[src/rtl/conv_buf_sched_if.sv]
// Ping-pong scheduler bus: upstream word stream plus the write/run/status
// wires to the two line buffers and the downstream read-select/done outputs.
//   in_valid/in_data/in_ready : upstream stream, transfer = in_valid & in_ready
//   buf_wr/buf_data           : per-buffer write strobe and shared write data
//   buf_run/buf_ready         : per-buffer run enable and idle status
//   rd_sel/map_done           : running-buffer index and end-of-map pulse
// Modports: slave = scheduler, master = upstream source + buffer pair.
interface conv_buf_sched_if;
    localparam int unsigned DATA_W = 16;
    localparam int unsigned NBUF   = 2;

    logic                     in_valid;
    logic signed [DATA_W-1:0] in_data;
    logic                     in_ready;
    logic [NBUF-1:0]          buf_wr;
    logic signed [DATA_W-1:0] buf_data;
    logic [NBUF-1:0]          buf_run;
    logic [NBUF-1:0]          buf_ready;
    logic                     rd_sel;
    logic                     map_done;

    modport master (
        output in_valid, in_data, buf_ready,
        input  in_ready, buf_wr, buf_data, buf_run, rd_sel, map_done
    );

    modport slave (
        input  in_valid, in_data, buf_ready,
        output in_ready, buf_wr, buf_data, buf_run, rd_sel, map_done
    );
endinterface

[src/rtl/conv_buf_sched.sv]
// Double-buffer scheduler: fills two input-map buffers alternately from the
// upstream stream and runs them towards the conv engine strictly in fill order.
// Ports:
//   clk_in  : clock, rising edge
//   rst_n   : synchronous active-low reset
//   bus     : conv_buf_sched_if.slave (stream in, buffer write/run, status)
//   err     : sticky start-timeout flag, present only with SCHED_TMO_EN
// Optional feature macro: SCHED_TMO_EN (run-start timeout watchdog).
module conv_buf_sched #(
    parameter int unsigned NUM_PIX   = 7744,
    parameter int unsigned START_TMO = 16
) (
    input  logic            clk_in,
    input  logic            rst_n,
    conv_buf_sched_if.slave bus
`ifdef SCHED_TMO_EN
    ,
    output logic            err
`endif
);
    localparam int unsigned DATA_W = 16;
    localparam int unsigned CNT_W  = 13;
    localparam int unsigned TMO_W  = 5;
    localparam logic [CNT_W-1:0] CNT_LAST = CNT_W'(NUM_PIX - 1);

    // Parameter range guard: counter and timer widths are fixed.
    if (NUM_PIX < 1 || NUM_PIX > (1 << CNT_W)) begin : g_bad_num_pix
        $error("NUM_PIX out of range for 13-bit write counter");
    end
    if (START_TMO < 1 || START_TMO > (1 << TMO_W)) begin : g_bad_start_tmo
        $error("START_TMO out of range for 5-bit start timer");
    end

    typedef enum logic [2:0] {
        S_EMPTY,
        S_FILLING,
        S_FULL,
        S_RUN_WAIT,
        S_RUNNING
    } buf_state_e;

    buf_state_e              st_q [2];
    buf_state_e              st_d [2];
    logic                    wr_sel_q, wr_sel_d;
    logic                    rd_sel_q, rd_sel_d;
    logic [CNT_W-1:0]        wr_cnt_q, wr_cnt_d;
    logic                    in_ready_q, in_ready_d;
    logic [1:0]              buf_wr_q, buf_wr_d;
    logic [DATA_W-1:0]       buf_data_q, buf_data_d;
    logic [1:0]              buf_run_q, buf_run_d;
    logic                    map_done_q, map_done_d;
    logic                    xfer;
    logic                    busy;
`ifdef SCHED_TMO_EN
    localparam logic [TMO_W-1:0] TMO_LAST = TMO_W'(START_TMO - 1);
    logic [TMO_W-1:0]        tmo_q, tmo_d;
    logic                    err_q, err_d;
`endif

    assign xfer = bus.in_valid & in_ready_q;

    // Next-state: write side owns the EMPTY/FILLING buffer, read side owns
    // the FULL/RUN_WAIT/RUNNING one, so the two updates never collide.
    always_comb begin
        st_d[0]    = st_q[0];
        st_d[1]    = st_q[1];
        wr_sel_d   = wr_sel_q;
        rd_sel_d   = rd_sel_q;
        wr_cnt_d   = wr_cnt_q;
        buf_wr_d   = 2'b00;
        buf_data_d = buf_data_q;
        buf_run_d  = buf_run_q;
        map_done_d = 1'b0;
        busy       = (st_q[0] inside {S_RUN_WAIT, S_RUNNING}) ||
                     (st_q[1] inside {S_RUN_WAIT, S_RUNNING});
`ifdef SCHED_TMO_EN
        tmo_d      = '0;
        err_d      = err_q;
`endif

        if (xfer) begin
            buf_wr_d[wr_sel_q] = 1'b1;
            buf_data_d         = bus.in_data;
            if (wr_cnt_q == CNT_LAST) begin
                st_d[wr_sel_q] = S_FULL;
                wr_cnt_d       = '0;
                wr_sel_d       = ~wr_sel_q;
            end else begin
                st_d[wr_sel_q] = S_FILLING;
                wr_cnt_d       = wr_cnt_q + CNT_W'(1);
            end
        end

        case (st_q[rd_sel_q])
            S_FULL: begin
                if (!busy) begin
                    buf_run_d[rd_sel_q] = 1'b1;
                    st_d[rd_sel_q]      = S_RUN_WAIT;
                end
            end
            S_RUN_WAIT: begin
                if (!bus.buf_ready[rd_sel_q]) begin
                    st_d[rd_sel_q] = S_RUNNING;
`ifdef SCHED_TMO_EN
                end else if (tmo_q == TMO_LAST) begin
                    // Buffer never acknowledged the run: drop the map.
                    buf_run_d[rd_sel_q] = 1'b0;
                    st_d[rd_sel_q]      = S_EMPTY;
                    rd_sel_d            = ~rd_sel_q;
                    err_d               = 1'b1;
                end else begin
                    tmo_d = tmo_q + TMO_W'(1);
`endif
                end
            end
            S_RUNNING: begin
                if (bus.buf_ready[rd_sel_q]) begin
                    buf_run_d[rd_sel_q] = 1'b0;
                    st_d[rd_sel_q]      = S_EMPTY;
                    map_done_d          = 1'b1;
                    rd_sel_d            = ~rd_sel_q;
                end
            end
            default: ;
        endcase

        in_ready_d = (st_d[wr_sel_d] == S_EMPTY) || (st_d[wr_sel_d] == S_FILLING);
    end

    // State and output registers.
    always_ff @(posedge clk_in) begin
        if (!rst_n) begin
            st_q[0]    <= S_EMPTY;
            st_q[1]    <= S_EMPTY;
            wr_sel_q   <= 1'b0;
            rd_sel_q   <= 1'b0;
            wr_cnt_q   <= '0;
            in_ready_q <= 1'b1;
            buf_wr_q   <= 2'b00;
            buf_data_q <= '0;
            buf_run_q  <= 2'b00;
            map_done_q <= 1'b0;
`ifdef SCHED_TMO_EN
            tmo_q      <= '0;
            err_q      <= 1'b0;
`endif
        end else begin
            st_q[0]    <= st_d[0];
            st_q[1]    <= st_d[1];
            wr_sel_q   <= wr_sel_d;
            rd_sel_q   <= rd_sel_d;
            wr_cnt_q   <= wr_cnt_d;
            in_ready_q <= in_ready_d;
            buf_wr_q   <= buf_wr_d;
            buf_data_q <= buf_data_d;
            buf_run_q  <= buf_run_d;
            map_done_q <= map_done_d;
`ifdef SCHED_TMO_EN
            tmo_q      <= tmo_d;
            err_q      <= err_d;
`endif
        end
    end

    assign bus.in_ready = in_ready_q;
    assign bus.buf_wr   = buf_wr_q;
    assign bus.buf_data = buf_data_q;
    assign bus.buf_run  = buf_run_q;
    assign bus.rd_sel   = rd_sel_q;
    assign bus.map_done = map_done_q;
`ifdef SCHED_TMO_EN
    assign err          = err_q;
`endif
endmodule

[src/flat_wrapper.sv]
// flat-port wrapper written by rule: the top's interface ports become plain ports
module conv_buf_sched_flat 
#(
    parameter int unsigned NUM_PIX   = 7744,
    parameter int unsigned START_TMO = 16
)
  (clk_in, rst_n, bus_in_valid, bus_in_data, bus_buf_ready, bus_in_ready, bus_buf_wr, bus_buf_data, bus_buf_run, bus_rd_sel, bus_map_done);
  conv_buf_sched_if bus_i ();
  input  logic clk_in;
  input  logic rst_n;
  input wire logic [$bits(bus_i.in_valid)-1:0] bus_in_valid;
  input wire logic [$bits(bus_i.in_data)-1:0] bus_in_data;
  input wire logic [$bits(bus_i.buf_ready)-1:0] bus_buf_ready;
  output wire logic [$bits(bus_i.in_ready)-1:0] bus_in_ready;
  output wire logic [$bits(bus_i.buf_wr)-1:0] bus_buf_wr;
  output wire logic [$bits(bus_i.buf_data)-1:0] bus_buf_data;
  output wire logic [$bits(bus_i.buf_run)-1:0] bus_buf_run;
  output wire logic [$bits(bus_i.rd_sel)-1:0] bus_rd_sel;
  output wire logic [$bits(bus_i.map_done)-1:0] bus_map_done;
  assign bus_i.in_valid = bus_in_valid;
  assign bus_i.in_data = bus_in_data;
  assign bus_i.buf_ready = bus_buf_ready;
  assign bus_in_ready = bus_i.in_ready;
  assign bus_buf_wr = bus_i.buf_wr;
  assign bus_buf_data = bus_i.buf_data;
  assign bus_buf_run = bus_i.buf_run;
  assign bus_rd_sel = bus_i.rd_sel;
  assign bus_map_done = bus_i.map_done;
  conv_buf_sched #(.NUM_PIX(NUM_PIX), .START_TMO(START_TMO)) u_core (.clk_in(clk_in), .rst_n(rst_n), .bus(bus_i));
endmodule
[config.mk]
export PLATFORM = sky130hd
export DESIGN_NAME = conv_buf_sched_flat
export DESIGN_NICKNAME = d
export VERILOG_FILES = /design/src/rtl/conv_buf_sched_if.sv /design/src/rtl/conv_buf_sched.sv /design/src/flat_wrapper.sv
export SDC_FILE = /design/constraint.sdc
export NUM_CORES = 1
export LEC_CHECK = 0
export ABC_AREA = 1
export BUFFER_PORTS_ARGS = -buffer_cell sky130_fd_sc_hd__buf_2
export CAP_MARGIN = 15
export CORE_UTILIZATION = 55
export CTS_CLUSTER_SIZE = 8
export DETAILED_ROUTE_END_ITERATION = 16
export MAX_ROUTING_LAYER = met4
export PLACE_DENSITY = 0.84
export REMOVE_ABC_BUFFERS = 1
export SLEW_MARGIN = 20
export SYNTH_ARGS = -nofsm -noshare
export SYNTH_HDL_FRONTEND = slang
export SYNTH_SLANG_ARGS = --single-unit
[constraint.sdc]
create_clock -name clk_in -period 2.83 [get_ports clk_in]
set_input_delay 0.4245 -clock clk_in [delete_from_list [all_inputs] [get_ports clk_in]]
set_output_delay 0.4245 -clock clk_in [all_outputs]
set_load 0.1 [all_outputs]
==> qor.csv <==
stage,metric,value,unit
floorplan,start_util,58.7,%
synthesis,synth.distinct_cells,29,
worst_setup_path,critPathTopFamily,simple AND/OR/NAND/NOR gates,
clock_tree,insertion_delay,0.36,ns
worst_setup_path,cp-end-kind,flop,
synthesis,ys_seq_area_share,43.9,%
synthesis,ys_warn_count,0,
final_layout,diodes,0,
floorplan,die-area,3890,sq um
drt,wire_per_inst,11.0,um
final_layout,final-seq-area,881,sq um
final_layout,nets,348,
timing,clock.fmax,571,MHz
floorplan,die_h,62.4,um
floorplan,core_region_area,3420,sq um
worst_setup_path,cp_slowest_cell,dfxtp_1,
drt,wirelength,4.09,mm
synthesis,syn_area_per_cell,7.11,sq um
global_route,grt_max_degree,24,
timing,rsz0062_at_grt,no,
clock_tree,numCtsBuffers,5,
timing,holdWs,0.301,ns
floorplan,chipWidth,62.4,um
timing,relSlewSlack,67.1,%
placed_design,gp_routability_congestion,0.880,
clock_tree,cts_tree,yes,
placed_design,port_buffers,43,
worst_setup_path,cp_common_cell,inv_2,
worst_setup_path,crit_fanout,23,
run_status,outcome,"complete, no violations",
worst_setup_path,start_kind,flop,
drt,num_vias,1866,
final_layout,fin_area,2330,sq um
global_route,grt_overflow_total,0,
clock_tree,clk_pin_slew,0.13,ns
synthesis,synth_flop_cell,dfxtp_1,
placed_design,dp_hpwl,3.01,mm
placed_design,place_area,2250,sq um
worst_setup_path,critPathMaxStageDelay,0.36,ns
final_layout,final_common_cell,nor2_1,
clock_tree,cts_sinks,44,
timing,min_period,1.75,ns
global_route,grt_pass1_vias,1689,
timing,fin_tns_setup,0,ns
clock_tree,clock_path_buffers,2,
clock_tree,cts-hold-fix-buffers,0,
synthesis,async_reset_ff_share,0,%
drt,first_pass_iters,5,
synthesis,yosys_register_bits,44,
drt,via_per_inst,5.00,
worst_hold_path,min_path_type,in2reg,
final_layout,area_growth,16.4,%
clock_tree,ctsResizeCount,0,
pwr,power.leakage,0.00104,uW
clock_tree,cts_setup_buffers,0,
drt,drc,0,
timing,fin_crit_sh,61.9,%
worst_setup_path,cp_cell_sequence,nand2_2 > inv_2 > nand3_1 > inv_1 > nor2_2 > inv_2 > nor3_1,
worst_setup_path,critPathKind,reg2reg,
drt,drt_iter0_drc,115,
timing,finClkSkew,0.0103,ns
timing,finalSetupViolCount,0,
final_layout,final_cell_mix,"nor2_1, nand2_1, dfxtp_1",
final_layout,fillers,307,
floorplan,io-pin-count,44,
clock_tree,root_buffer,clkbuf_4,
global_route,antenna_found_initial,0,
global_route,grtUsageTotal,23.2,%
synthesis,synth_edf_count,0,
worst_setup_path,crit_required,3.12,ns
final_layout,multi_input_comb_area,996,sq um
timing,tightest_slew,0.496,ns
clock_tree,ctsHtreeMaxLevel,2,
synthesis,yosysTopAreaCell,dfxtp_1,
synthesis,synth_top_area_share,43.9,%
drt,ant_nets,0,
timing,finalMaxSlewViolations,0,
global_route,grt_first_pass_wirelength,6.99,mm
flow_run,maxCapViolations,0,
pwr,power_density,535,nW/um^2
floorplan,rows,21,
synthesis,netlist_instances,282,
final_layout,drive_above_1_share,24.8,%
worst_setup_path,crit_arrival,2.04,ns
timing,finalHoldViolCount,0,
pwr,irDropWorstVdd,0.000478,V
worst_setup_path,crit_buf_inv,3,
synthesis,synth_area_leaders,"dfxtp_1, nor2_1, nand2_1",
synthesis,syn_area,2010,sq um
-- area by class of cell --
class,instances,share of cell area [%]
Inverter,28,4.50
Timing Repair Buffer,43,9.22
Sequential cell,44,37.7
Tap cell,46,2.47
Multi-Input combinational cell,204,42.7
Clock buffer,5,1.61
Clock inverter,3,1.82
-- power breakdown --
part | internal (uW) | leakage (uW) | switching (uW)
clock network | 184 | 0.0000412 | 201
logic | 39.4 | 0.000637 | 171
registers | 641 | 0.000360 | 13.5
total | 864 | 0.00104 | 386
-- flip-flops by register name, indices dropped and copies added (netlist names), named ones only --
register,flops
u_core.bus.map_done,1
u_core.bus.buf_data,16
u_core.bus.in_ready,1
u_core.wr_sel_q,1
u_core.bus.rd_sel,1
u_core.wr_cnt_q,13
u_core.st_q,6
u_core.bus.buf_wr,2
-- cells by family after synthesis --
kind of cell	Yosys count	share of synthesized area [%]
flip-flops	44	43.9
XOR/XNOR	4	1.75
AND/OR/NAND/NOR	163	37.7
adder cells (fa/ha/maj)	1	0.624
AO/OA/AOI/OAI	36	9.54
buffers and inverters	34	6.42
-- through the flow --
| stage | cells | power, uW | utilization (%) | worst slack (ns) |
|---|---|---|---|---|
| final | 373 | 1250 | 68.4 | 1.08 |
| after global routing | 373 | 1300 | 68.4 | 0.861 |
| after CTS | 373 | 1260 | 68.4 | 1.07 |
| after detailed placement | 365 | 878 | 66.0 | 0.918 |
| after global placement | 365 | 876 | 66.0 | 0.984 |
| after floorplan | 276 | 834 | - | 0.554 |
-- worst min-delay path, stage by stage --
cell and delay (ns):
buf_2 0.07, o21ai_0 0.07, nor2_1 0.07
-- worst paths after layout --
kind | endpoint | cells past startpoint | slack, ns | startpoint
setup / recovery | u_core.wr_cnt_q[7] | 7 | 1.08 | u_core.bus.in_ready
hold / removal | u_core.bus.buf_data[12] | 3 | 0.30 | bus_in_data[12]
setup reg to reg | u_core.wr_cnt_q[7] | 7 | 1.08 | u_core.bus.in_ready
hold reg to reg | flop | 2 | 0.46 | flop
-- cell usage after synthesis, types with 2 or more instances --
cell	n
nor2_1	65
inv_1	23
nand2_1	51
nor3_1	3
xor2_1	3
nand2_2	7
nand3_2	6
a21oi_1	10
nor3_2	2
clkbuf_1	4
inv_2	5
nand3_1	16
nor2_2	4
nand2_4	2
o21ai_0	20
nand4_1	3
dfxtp_1	44
o22ai_1	2
nor2_4	2
-- routing by layer --
| layer | global-route usage (%) | vias to the layer above | wire length [um] | share of wire [%] |
|---|---|---|---|---|
| li1 | - | 987 | - | - |
| met1 | 28.0 | 809 | 1960 | 48 |
| met2 | 36.1 | 62 | 1770 | 43 |
| met3 | 6.75 | 8 | 298 | 7.3 |
| met4 | 9.88 | 0 | 68 | 1.7 |
| met5 | - | - | 0 | 0 |
Note: power is estimated with default switching activity, not from simulation.
